[config.mk]
export PLATFORM = sky130hd
export DESIGN_NAME = itrx_aib_phy_repair_ld
export DESIGN_NICKNAME = d
export VERILOG_FILES = /design/src/rtl/itrx_aib_phy_repair_ld.sv
export SDC_FILE = /design/constraint.sdc
export NUM_CORES = 1
export LEC_CHECK = 0
export ABC_CLOCK_PERIOD_IN_PS = 5700
export CORE_UTILIZATION = 35
export DETAILED_ROUTE_END_ITERATION = 16
export PLACE_DENSITY_LB_ADDON = 0.05
export SLEW_MARGIN = 15
export SYNTH_ARGS = -nofsm -noshare
export SYNTH_HDL_FRONTEND = slang
export SYNTH_SLANG_ARGS = --single-unit
[constraint.sdc]
create_clock -name clk -period 5.7 [get_ports clk]
set_clock_uncertainty 0.15 [all_clocks]
set_input_delay 1.425 -clock clk [delete_from_list [all_inputs] [get_ports clk]]
set_output_delay 1.425 -clock clk [all_outputs]
set_load 0.005 [all_outputs]
[src/rtl/itrx_aib_phy_repair_ld.sv]
// itrx_aib_phy_repair_ld
// Serial loader for per-channel AIB repair records. It reads MAXCH records,
// channel 0 first, from a fuse/NVM shift interface into a shadow copy, then
// presents all channels on repair_info_nvm/repair_info_vld in one cycle so
// the downstream repair encoder never sees a partial load.
// Record (MSB first): vld, info[10:0] [, odd parity over the 12 record bits].
// Optional feature macro: ITRX_AIB_REPAIR_PARITY_EN (adds the parity bit,
// invalidates bad records and drives the sticky load_err flag).
module itrx_aib_phy_repair_ld #(
  parameter int unsigned MAXCH  = 32'd1,
  parameter int unsigned CLKDIV = 32'd4
) (
  input  logic                   clk,
  input  logic                   rst_n,
  input  logic                   load_start,
  output logic                   nvm_cs_n,
  output logic                   nvm_sclk,
  input  logic                   nvm_sdata,
  output logic [MAXCH-1:0][10:0] repair_info_nvm,
  output logic [MAXCH-1:0]       repair_info_vld,
  output logic                   load_busy,
  output logic                   load_done,
  output logic                   load_err
);

`ifdef ITRX_AIB_REPAIR_PARITY_EN
  localparam int unsigned RECW = 13;
`else
  localparam int unsigned RECW = 12;
`endif
  localparam int unsigned CHW  = (MAXCH > 1) ? $clog2(MAXCH) : 1;
  localparam int unsigned BITW = $clog2(RECW);

  localparam logic [CHW-1:0]  LAST_CH  = CHW'(MAXCH - 1);
  localparam logic [BITW-1:0] LAST_BIT = BITW'(RECW - 1);
  localparam logic [7:0]      DIV_LAST = 8'(CLKDIV - 1);

  typedef enum logic [2:0] {
    IDLE,
    SETUP,
    SHIFT,
    LATCH,
    DONE
  } state_t;

  state_t state;
  state_t state_nxt;

  logic [7:0]      div_cnt;
  logic [BITW-1:0] bit_cnt;
  logic [CHW-1:0]  ch_cnt;
  logic            sclk_q;
  logic [RECW-2:0] rec_sr;

  logic [MAXCH-1:0][10:0] shadow_info;
  logic [MAXCH-1:0]       shadow_vld;

  logic            phase_end;
  logic            start_ok;
  logic            sample_en;
  logic            fall_en;
  logic            rec_last;
  logic            load_last;
  logic [RECW-1:0] rec_full;
  logic            rec_vld;
  logic [10:0]     rec_info;
  logic            rec_ok;

  // Decode the divider phase and the bit/record/load boundaries.
  always_comb begin
    phase_end = (div_cnt == DIV_LAST);
    start_ok  = (state == IDLE) && load_start;
    sample_en = (state == SHIFT) && phase_end && !sclk_q;
    fall_en   = (state == SHIFT) && phase_end && sclk_q;
    rec_last  = (bit_cnt == LAST_BIT);
    load_last = rec_last && (ch_cnt == LAST_CH);
    rec_full  = {rec_sr, nvm_sdata};
    rec_vld   = rec_full[RECW-1];
    rec_info  = rec_full[RECW-2 -: 11];
`ifdef ITRX_AIB_REPAIR_PARITY_EN
    rec_ok    = ^rec_full;
`else
    rec_ok    = 1'b1;
`endif
  end

  // State register.
  always_ff @(posedge clk or negedge rst_n) begin
    // NOTE: sequential state uses non-blocking assignments so every flop
    // samples pre-edge values, independent of process evaluation order.
    if (!rst_n) state <= IDLE;
    else        state <= state_nxt;
  end

  // Next-state logic.
  always_comb begin
    // NOTE: default first so every path assigns state_nxt and no latch forms.
    state_nxt = state;
    case (state)
      IDLE:    if (load_start)           state_nxt = SETUP;
      SETUP:   if (phase_end)            state_nxt = SHIFT;
      SHIFT:   if (fall_en && load_last) state_nxt = LATCH;
      LATCH:                             state_nxt = DONE;
      DONE:                              state_nxt = IDLE;
      default:                           state_nxt = IDLE;
    endcase
  end

  // Interface outputs: chip select spans SETUP and SHIFT only.
  always_comb begin
    nvm_cs_n = !((state == SETUP) || (state == SHIFT));
    nvm_sclk = sclk_q;
  end

  // Shift-clock divider, sclk phase and bit/channel counters.
  always_ff @(posedge clk or negedge rst_n) begin
    if (!rst_n) begin
      div_cnt <= '0;
      sclk_q  <= 1'b0;
      bit_cnt <= '0;
      ch_cnt  <= '0;
    end else begin
      if ((state == SETUP) || (state == SHIFT))
        div_cnt <= phase_end ? 8'd0 : div_cnt + 8'd1;
      else
        div_cnt <= 8'd0;

      if (sample_en)    sclk_q <= 1'b1;
      else if (fall_en) sclk_q <= 1'b0;

      if (start_ok) begin
        bit_cnt <= '0;
        ch_cnt  <= '0;
      end else if (fall_en) begin
        if (rec_last) begin
          bit_cnt <= '0;
          // Wrap to 0 after the final channel so the count never passes MAXCH-1.
          ch_cnt  <= load_last ? '0 : ch_cnt + 1'b1;
        end else begin
          bit_cnt <= bit_cnt + 1'b1;
        end
      end
    end
  end

  // Capture serial data and commit each complete record to the shadow copy.
  always_ff @(posedge clk or negedge rst_n) begin
    // NOTE: the shadow store is reset on purpose: a reset mid-load must not
    // leave a stale record that a later partial load could expose.
    if (!rst_n) begin
      rec_sr      <= '0;
      shadow_info <= '0;
      shadow_vld  <= '0;
    end else if (sample_en) begin
      rec_sr <= {rec_sr[RECW-3:0], nvm_sdata};
      if (rec_last) begin
        shadow_vld[ch_cnt]  <= rec_ok & rec_vld;
        shadow_info[ch_cnt] <= rec_ok ? rec_info : 11'd0;
      end
    end
  end

  // Publish every channel together in the LATCH cycle.
  always_ff @(posedge clk or negedge rst_n) begin
    if (!rst_n) begin
      repair_info_nvm <= '0;
      repair_info_vld <= '0;
    end else if (state == LATCH) begin
      repair_info_nvm <= shadow_info;
      repair_info_vld <= shadow_vld;
    end
  end

  // Load handshake flags: busy from acceptance to LATCH, done sticky.
  always_ff @(posedge clk or negedge rst_n) begin
    if (!rst_n) begin
      load_busy <= 1'b0;
      load_done <= 1'b0;
    end else begin
      if (start_ok)             load_busy <= 1'b1;
      else if (state == LATCH)  load_busy <= 1'b0;

      if (start_ok)             load_done <= 1'b0;
      else if (state == DONE)   load_done <= 1'b1;
    end
  end

`ifdef ITRX_AIB_REPAIR_PARITY_EN
  // Sticky parity error, cleared by the next accepted load.
  always_ff @(posedge clk or negedge rst_n) begin
    if (!rst_n)                              load_err <= 1'b0;
    else if (start_ok)                       load_err <= 1'b0;
    else if (sample_en && rec_last && !rec_ok) load_err <= 1'b1;
  end
`else
  assign load_err = 1'b0;
`endif

endmodule

Word level (Yosys, flattened, before mapping) --
Index checks and enable logic that the tools add are counted.
Word-level totals: flip-flop bits (word level) 54, output and inout bits 17, word-level logic and storage cells 69
Operators by class: add/sub/neg operators 3, $lt $le $gt $ge 2, equal/unequal tests 9, mux-type cells 23, bitwise operators 1, reductions and logical operators 19
Operator list (count):
- 8-bit two-way mux | 2
- 4-bit two-way mux | 3
- 3-bit case mux with 4 select lines | 1
- 11-bit bitwise mux | 1
- 1-bit two-way mux | 11
- 11-bit two-way mux | 1
- 2-bit nonzero test | 5
- 3-bit two-way mux | 3
- 8-bit by 1-bit adder with 8-bit output, second input constant | 1
- 8-bit by 2-bit equality test with 1-bit output, second input constant | 1
- 1-bit logical AND | 7
- 3-bit by 2-bit equality test with 1-bit output, second input constant | 2
- 2-bit inequality test, second input constant | 3
- 4-bit by 1-bit adder with 4-bit output, second input constant | 1
- 4-bit equality test, second input constant | 1
- 2-bit AND reduction | 2
- 3-bit by 1-bit equality test with 1-bit output, second input constant | 1
- 3-bit equality test, second input constant | 1
- 3-bit zero test | 1
- 3-bit AND reduction | 1
- 1-bit zero test | 2
- 1-bit adder, second input constant | 1
- 1-bit bitwise mux | 1
- 1-bit greater-or-equal comparator, second input constant | 1
- 3 further kinds | 3

Depth between registers and ports, before layout --
Gate-level depths: netlist (run 1).
word-level depth 6, mapped depth 6

Least setup slack after synthesis (run 1) --
OpenSTA, ideal clock, no wires.
path type flip-flop to output port, start reg state[0], end out nvm_cs_n, arrival time 0.848 ns, required time 4.125 ns, setup slack 3.277 ns, stages on the path, launching flop included 4, path buffers 0, cells stage by stage dfrtp_1 > nand2b_1 > a21oi_1 > inv_1
On the way: cells in the longest elaborated chain, start to end 3, elaborated cells on any way between the ends 4, those cells by class eq/ne (2); reduce/logical (2)
RTL lines:
- from (decl) | RTL line 46 | state_t state;
- from (signal assigned) | RTL line 92 | else state <= state_nxt;
- 3-bit by 1-bit equality test with 1-bit output or 3-bit by 2-bit equality test with 1-bit output (tied branches) | RTL line 111 | nvm_cs_n = !((state == SETUP) || (state == SHIFT));
- 1-bit logical OR * | RTL line 111
- 1-bit zero test * | RTL line 111
- to (decl) | RTL line 16 | output logic nvm_cs_n,
Mark *: on every way between the ends. The rest lies on a longest branch, timed or not.

Final worst setup path (run 1) --
Same ends and word-level chain as after synthesis.

==> metrics.md, run 1 <==
| Metric | Value |
|---|---|
| Result of the run | `finished, final reports clean` |
| Reg clk slew, reported paths | `0.10 ns` |
| GRT Resource Usage Total | `13.7%` |
| Final Critical Period | `3.35 ns` |
| Total via count in the routed design | `~1400` |
| Setup slack after layout | `2.35 ns` |
| CP peak stage delay | `0.47 ns` |
| Layout overhead on the synthesized area | `16.2%` |
| Most frequent cells in the layout | `54 x sky130_fd_sc_hd__dfrtp_1, 42 x sky130_fd_sc_hd__nand2_1, 18 x sky130_fd_sc_hd__clkdlybuf4s50_1, 15 x sky130_fd_sc_hd__nor2_1, 13 x sky130_fd_sc_hd__mux2_2` |
| Maximum fanout count along the critical path | `8` |
| Syn_area_per_cell | `11.9 sq um` |
| Number of cells produced by synthesis | `around 190` |
| Overall die height | `82.9 um` |
| Diode count | `0` |
| Setup repair after global routing missed its margin | `false` |
| Part of the Yosys area used for sequential elements | `59.0%` |
| Multiplexer share of the synthesized area | `about 13%` |
| Slowest cell on the critical path | `sky130_fd_sc_hd__dfrtp_1` |
| Total number of placement rows | `29` |
| Violation count after the first detailed-route iteration | `119` |
| Final GP Congestion | `0.730` |
| Share of the clock period used by the worst path after layout | `58.7%` |
| Most common library cell in the layout ignoring fill and taps | `sky130_fd_sc_hd__dfrtp_1` |
| Slew at the pin closest to its max-slew limit | `0.710 ns` |
| Worst path required time | `4.12 ns` |
| Global-route wire length before repair | `7420 um` |
| DRC violation count after routing | `0` |
| Average wire per standard cell | `~14 um` |
| Die outline area | `6870 sq um` |
| Number of global-route vias before repair | `roughly 1500` |
| Fraction of layout instances using a drive strength above 1 | `17.1%` |
| Post-detail-place hpwl | `2720 um` |
| Number of maximum-capacitance constraint violations | `0` |
| Total power | `0.000915 W` |
| Relative slew slack | `52.2%` |
| Synth warnings | `0` |
| Detail-routed via count per cell | `4.93` |
| Worst slack after detailed placement | `between 2 and 3 ns` |
| Io pins | `21` |
| Met3 global-route usage | `3.68%` |
| Number of storage elements in the synthesis netlist | `54` |
| Cell variety after synth | `39` |
| IR Drop Worst-Case VDD | `0.161 mV` |
| Maximum level of the CTS H-tree | `2` |
| Complex-gate fraction of the synthesized area | `3.61%` |
| Max-slew violation count | `0` |
| Combinational family with the most area after synthesis | `simple AND/OR/NAND/NOR gates` |
| Final wirelength | `approximately 4200 um` |
| Final setup viols | `0` |
| Pleak | `1.34 nW` |
| Kind of launch point of the worst setup path | `register` |
| Number of nets in the synthesized netlist | `199` |
| Residual overflow from global routing | `0` |
| Net count reported at finish | `221` |
| Met1 demand-to-capacity share in global routing | `between 10% and 20%` |
| Syn Std Cell Area | `2290 sq um` |
| Power density over the cells | `344 nW/um^2` |
| Post-synthesis share of cell area spent on xor and xnor gates | `2.68%` |
| Type of element capturing the critical path | `output port` |
| Hold buffer count at cts | `0` |
| Fill cell count | `~600` |
| Post-cts repair resize count | `0` |
| Initial Util | `36.2%` |
| Buffers inserted during post-CTS setup optimization | `0` |
| CTS tree | `yes` |
| Number of I/O port buffers | `19` |
| Setup_tns | `0 ns` |
| Highest clock rate | `~300 MHz` |
| Floorplan Core Area | `6310 sq um` |
| Antenna-violating nets left | `0` |
| TritonCTS Buffers | `5` |
| Maximum number of pins on one net before global-route repair | `55` |
| Ordered cell list for the critical path | `nand2b_1 > a21oi_1 > inv_1 > clkdlybuf4s50_1` |
| Simple-Gate Fraction of Synth Area | `18.2%` |
| X dimension of the die | `~83 um` |
| Data arrival time at the worst-slack endpoint | `around 1.8 ns` |
| Longest Clk Path Bufs | `2` |
| Count of TritonRoute iterations in the first routing pass | `4` |
| Busiest grt layer | `met2` |
| Worst-Skew Late Latency | `approximately 0.32 ns` |
| Met2 Usage GRT | `20.5%` |
| CTS root buf | `sky130_fd_sc_hd__clkbuf_8` |
| Clock sink total | `between 50 and 60` |
| Arithmetic-cell share of the synthesized area counting full adders, half adders and majority gates | `1.09%` |
| Initial antenna violation count | `0` |
| Setup Crit Path Kind | `reg2out` |
| Final standard cell utilization of the core | `42.1%` |
| Worst Hold Class | `reg2reg` |
| Final number of hold-violating endpoints | `0` |
cell type report:
type / instances / area (sq um) / share of cell area (%)
well taps: 77 / 96.3 / 3.62
clock buffers: 5 / 68.8 / 2.59
inverters: 3 / 11.3 / 0.423
clock inverters: 3 / 45.0 / 1.69
repair buffers: 20 / 193 / 7.24
multi-input cells: 131 / 895 / 33.6
flip-flops and latches: 54 / 1350 / 50.8
path summary, 6_finish.rpt:
check	startpoint	to	slack (ns)	cells after the start
setup / recovery	state[0]	nvm_cs_n	2.35	4
hold / removal	shadow_info[8]	repair_info_nvm[8]	0.33	2
hold reg to reg	shadow_info[8]	repair_info_nvm[8]	0.33	2
min in group asynchronous	rst_n	bit_cnt[0]	1.07	2
max in group asynchronous	rst_n	rec_sr[8]	3.87	2
setup reg to reg	div_cnt[0]	shadow_info[6]	2.94	5
synth_stat cells:
cell type,number,share of area [%]
sky130_fd_sc_hd__buf_2,1,0.22
sky130_fd_sc_hd__mux2i_1,1,0.44
sky130_fd_sc_hd__inv_1,3,0.49
sky130_fd_sc_hd__and3b_1,1,0.38
sky130_fd_sc_hd__a211oi_1,1,0.33
sky130_fd_sc_hd__a22o_1,1,0.38
sky130_fd_sc_hd__clkbuf_1,2,0.33
sky130_fd_sc_hd__a21oi_1,5,1.1
sky130_fd_sc_hd__conb_1,1,0.16
sky130_fd_sc_hd__mux2_4,10,6.6
sky130_fd_sc_hd__a21o_1,1,0.33
sky130_fd_sc_hd__nand4_1,1,0.27
sky130_fd_sc_hd__o21ai_0,2,0.44
sky130_fd_sc_hd__a21boi_0,1,0.33
sky130_fd_sc_hd__buf_4,1,0.33
sky130_fd_sc_hd__a31oi_1,1,0.27
sky130_fd_sc_hd__buf_6,1,0.49
sky130_fd_sc_hd__mux2_2,13,6.4
sky130_fd_sc_hd__nand3b_4,1,0.87
sky130_fd_sc_hd__nand2b_1,2,0.55
sky130_fd_sc_hd__and2_1,1,0.27
sky130_fd_sc_hd__nand3_1,6,1.3
sky130_fd_sc_hd__or3b_2,1,0.38
sky130_fd_sc_hd__nand3b_1,1,0.33
sky130_fd_sc_hd__ha_1,2,1.1
sky130_fd_sc_hd__nand2_1,42,6.9
sky130_fd_sc_hd__xnor2_1,1,0.38
sky130_fd_sc_hd__and3_1,3,0.82
sky130_fd_sc_hd__nor2_1,15,2.5
sky130_fd_sc_hd__xor2_1,6,2.3
sky130_fd_sc_hd__dfrtp_1,54,59
sky130_fd_sc_hd__nor4_1,2,0.55
sky130_fd_sc_hd__nor4bb_1,1,0.44
sky130_fd_sc_hd__or3_1,2,0.55
sky130_fd_sc_hd__or4_4,2,0.98
sky130_fd_sc_hd__or3b_1,1,0.38
sky130_fd_sc_hd__a32o_1,1,0.44
sky130_fd_sc_hd__nand4b_1,1,0.38
sky130_fd_sc_hd__nor3b_1,1,0.33
per-stage QoR:
stage                     area [sq um]  hold WS, ns  std cells
after global placement            2550        0.307        285
after CTS                         2660        0.337        293
final                             2660        0.330        293
after floorplan                   2290        0.283        193
after global routing              2660        0.355        293
after detailed placement          2550        0.309        285
cells by family (layout without fill, tap and decap cells):
| kind of cell | after synthesis | in the layout |
|---|---|---|
| AOI/OAI and AO/OA | 13 | 13 |
| xor gates and xnor gates | 7 | 7 |
| adders and majority gates | 2 | 2 |
| buffers and inverters | 8 | 31 |
| DFF | 54 | 54 |
| muxes | 24 | 24 |
| other | 1 | 1 |
| and+or+nand+nor | 84 | 84 |
layer usage:
| metal | part of all wire, % | up-vias | wire length [um] |
|---|---|---|---|
| li1 | - | 695 | - |
| met1 | 52 | 716 | 2180 |
| met2 | 43 | 29 | 1820 |
| met3 | 3.4 | 5 | 143 |
| met4 | 1.5 | 0 | 63 |
| met5 | 0 | - | 0 |
where the power goes:
group	switching, W	internal [W]
Combinational	0.000102	0.0000866
Clock	0.000130	0.000131
Sequential	0.0000440	0.000421
Total	0.000276	0.000639
worst max-delay path: cells and delay by family, from the launching register on:
| family | cells | cell delay [ns] |
|---|---|---|
| buffers and inverters | 2 | 0.54 |
| DFF | 1 | 0.47 |
| AOI/OAI and AO/OA | 1 | 0.26 |
| and+or+nand+nor | 1 | 0.19 |
flip-flops by register name, indices dropped and copies added, names as in the netlist:
register         count
rec_sr              11
repair_info_nvm     11
shadow_info         11
div_cnt              8
bit_cnt              4
state                3
ch_cnt               1
load_busy            1
load_done            1
nvm_sclk             1
repair_info_vld      1
shadow_vld           1
No activity file was read; power rests on OpenSTA's default activity.
==> run 2, diff against run 1 <==
ABC_CLOCK_PERIOD_IN_PS = 2950   (was 5700)
clock period = 2.95 ns   (was 5.7 ns; I/O delays follow)
==> run 2 against run 1 <==
  * First-iteration DRC count shrank 71%
  * Sequential power is 92% higher
  * Critical path depth unchanged
  * Clock-buffer cell count did not move
  * Via count rose by 0.28%
  * Flip-flop and latch count did not move
  * Sequential share of layout area down 0.57 points
  * Largest cell class unchanged
  * Highest routed layer unchanged
==> metrics.md, run 2 (synthesized netlist as in run 1, its figures left out) <==
| Metric | Value |
|---|---|
| Io pins | `21 (unchanged)` |
| Reg-to-reg critical path endpoint | `shadow_info[10]` |
| Total number of placement rows | `29 (unchanged)` |
| Maximum number of pins on one net before global-route repair | `55 (unchanged)` |
| Path depth of the worst reg2reg path | `5 (unchanged)` |
| Most frequent cells in the layout | `54 x sky130_fd_sc_hd__dfrtp_1, 42 x sky130_fd_sc_hd__nand2_1, 18 x sky130_fd_sc_hd__clkdlybuf4s50_1, 15 x sky130_fd_sc_hd__nor2_1, 13 x sky130_fd_sc_hd__mux2_2` |
| Longest Clk Path Bufs | `2 (unchanged)` |
| Placed insts | `289 (+1.4%)` |
| Non-filler cells in the finished layout | `297 (+1.4%)` |
| Final standard cell utilization of the core | `42.6% (+0.48 points)` |
| Residual overflow from global routing | `0 (unchanged)` |
| Global-route wire length before repair | `6970 um (-6.1%)` |
| Share of the clock period used by the worst path after layout | `between 90% and 100%` |
| Power density over the cells | `664 nW/um^2 (+93%)` |
| Setup_tns | `0 ns (unchanged)` |
| Final number of hold-violating endpoints | `0 (unchanged)` |
| Total via count in the routed design | `1449 (+0.28%)` |
| Average wire per standard cell | `13.7 um (-4.7%)` |
| Kind of launch point of the worst setup path | `register` |
| Relative slew slack | `53.7% (+1.4 points)` |
| Hold path cells | `2 (unchanged)` |
| TritonCTS Buffers | `5 (unchanged)` |
| Maximum fanout count along the critical path | `8 (unchanged)` |
| Violation count after the first detailed-route iteration | `35 (-71%)` |
| Setup slack of the most critical reg-to-reg path | `0.26 ns (-2.68 ns)` |
| DRC violation count after routing | `0 (unchanged)` |
| Layout overhead on the synthesized area | `17.6%` |
| Post-layout instance area | `2690 sq um (+1.1%)` |
| Leading registers by flop count | `rec_sr x11, repair_info_nvm x11, shadow_info x11` |
| Max-slew violation count | `0 (unchanged)` |
| Fraction of layout instances using a drive strength above 1 | `18.6% (+1.5 points)` |
| Initial antenna violation count | `0 (unchanged)` |
| Worst-Skew Late Latency | `0.30 ns (-0.02 ns)` |
| Worst Hold Class | `reg2reg` |
| Die outline area | `6870 sq um (unchanged)` |
| Net count reported at finish | `225 (+1.8%)` |
| Post-cts repair resize count | `0 (unchanged)` |
| Type of element capturing the critical path | `output port` |
| Total power | `0.00179 W (+95%)` |
| Result of the run | `finished, final reports clean` |
| Reg clk slew, reported paths | `0.10 ns (about the same)` |
| Number of I/O port buffers | `19 (unchanged)` |
| Hold Path Sink | `repair_info_nvm[7]` |
| Setup repair after global routing missed its margin | `false` |
| Reg2Reg Launch Point | `div_cnt[0]` |
| Detail-routed via count per cell | `4.88 (-1.1%)` |
| Initial Util | `36.2% (unchanged)` |
| Number of maximum-capacitance constraint violations | `0 (unchanged)` |
| Highest clock rate | `around 370 MHz` |
| Buffers inserted during post-CTS setup optimization | `0 (unchanged)` |
| Diode count | `0 (unchanged)` |
| Final setup viols | `0 (unchanged)` |
| Data arrival time at the worst-slack endpoint | `1.80 ns (+0.03 ns)` |
| Overall die height | `82.9 um (unchanged)` |
| Pleak | `1.36 nW (+1.4%)` |
| Floorplan Core Area | `6310 sq um (unchanged)` |
| Min-Delay Startpoint | `shadow_info[7]` |
| GRT Resource Usage Total | `12.7% (-1.0 points)` |
| Placed cell areas | `2580 sq um (+1.2%)` |
| Slew at the pin closest to its max-slew limit | `0.695 ns (-0.0146 ns)` |
| Antenna-violating nets left | `0 (unchanged)` |
| Maximum level of the CTS H-tree | `2 (unchanged)` |
| Hold buffer count at cts | `0 (unchanged)` |
| Count of TritonRoute iterations in the first routing pass | `4 (unchanged)` |
| Number of global-route vias before repair | `1465 (-0.81%)` |
| CTS root buf | `sky130_fd_sc_hd__clkbuf_8` |
| Final wirelength | `4070 um (-3.4%)` |
| Most common library cell in the layout ignoring fill and taps | `sky130_fd_sc_hd__dfrtp_1` |
| Setup Crit Path Kind | `reg2out` |
| Clock sink total | `54 (unchanged)` |
| Worst path required time | `2.06 ns (-2.06 ns)` |
| Final Critical Period | `2.69 ns` |
| CTS tree | `yes` |
| X dimension of the die | `82.9 um (unchanged)` |
| Post-detail-place hpwl | `2720 um (+0.20%)` |
| IR Drop Worst-Case VDD | `0.339 mV (+110%)` |
| Final GP Congestion | `0.762 (+4.4%)` |
-- run 2: cell count changes in the layout (fill, tap and decap cells not counted) --
| cell | before | now |
|---|---|---|
| sky130_fd_sc_hd__buf_4 | 1 | 5 |
-- run 2: worst max path at each step --
stage               start             end  slack, ns  depth (start not counted)
5_1_grt          state[0]        nvm_cs_n       0.14                          4
4_1_cts          state[0]        nvm_cs_n       0.25                          4
6_report         state[0]        nvm_cs_n       0.26                          4
3_3_place_gp   div_cnt[0]      shadow_vld       0.30                          5
3_5_place_dp   div_cnt[0]  shadow_info[5]       0.26                          5
2_1_floorplan  div_cnt[0]  shadow_info[0]       0.55                          6
-- run 2: through the flow --
step           setup WS, ns  hold WS (ns)
6_report              0.259         0.317
3_5_place_dp          0.265         0.298
2_1_floorplan         0.551         0.283
5_1_grt               0.141         0.339
4_1_cts               0.248         0.322
3_3_place_gp          0.304         0.304
-- run 2: layer usage --
metal / up-vias / track usage, % / share of wire [%] / wire [um]
li1: 706 / - / - / -
met1: 717 / 18.0 / 51 / 2100
met2: 21 / 18.9 / 45 / 1820
met3: 5 / 3.18 / 2.9 / 117
met4: 0 / 4.23 / 0.93 / 38
met5: - / 0 / 0 / 0
-- run 2: power by group --
group / leakage (nW) / internal (W) / switching (W) / total, W
registers: 0.737 / 0.000814 / 0.0000774 / 0.000891
logic: 0.569 / 0.000191 / 0.000207 / 0.000399
clock network: 0.0504 / 0.000253 / 0.000244 / 0.000497
-- run 2: cell type report --
cell class | count | area [sq um]
clock buffer | 5 | 68.8
clock inverter | 3 | 45.0
fill | 617 | 3620
inverter | 3 | 11.3
multi-input combinational | 131 | 895
sequential | 54 | 1350
tap | 77 | 96.3
timing repair buffer | 24 | 223
-- run 2: critical path, cell delays in order (launching register included) --
cell                              delay (ns)
sky130_fd_sc_hd__dfrtp_1                0.47
sky130_fd_sc_hd__nand2b_1               0.20
sky130_fd_sc_hd__a21oi_1                0.28
sky130_fd_sc_hd__inv_1                  0.10
sky130_fd_sc_hd__clkdlybuf4s50_1        0.46
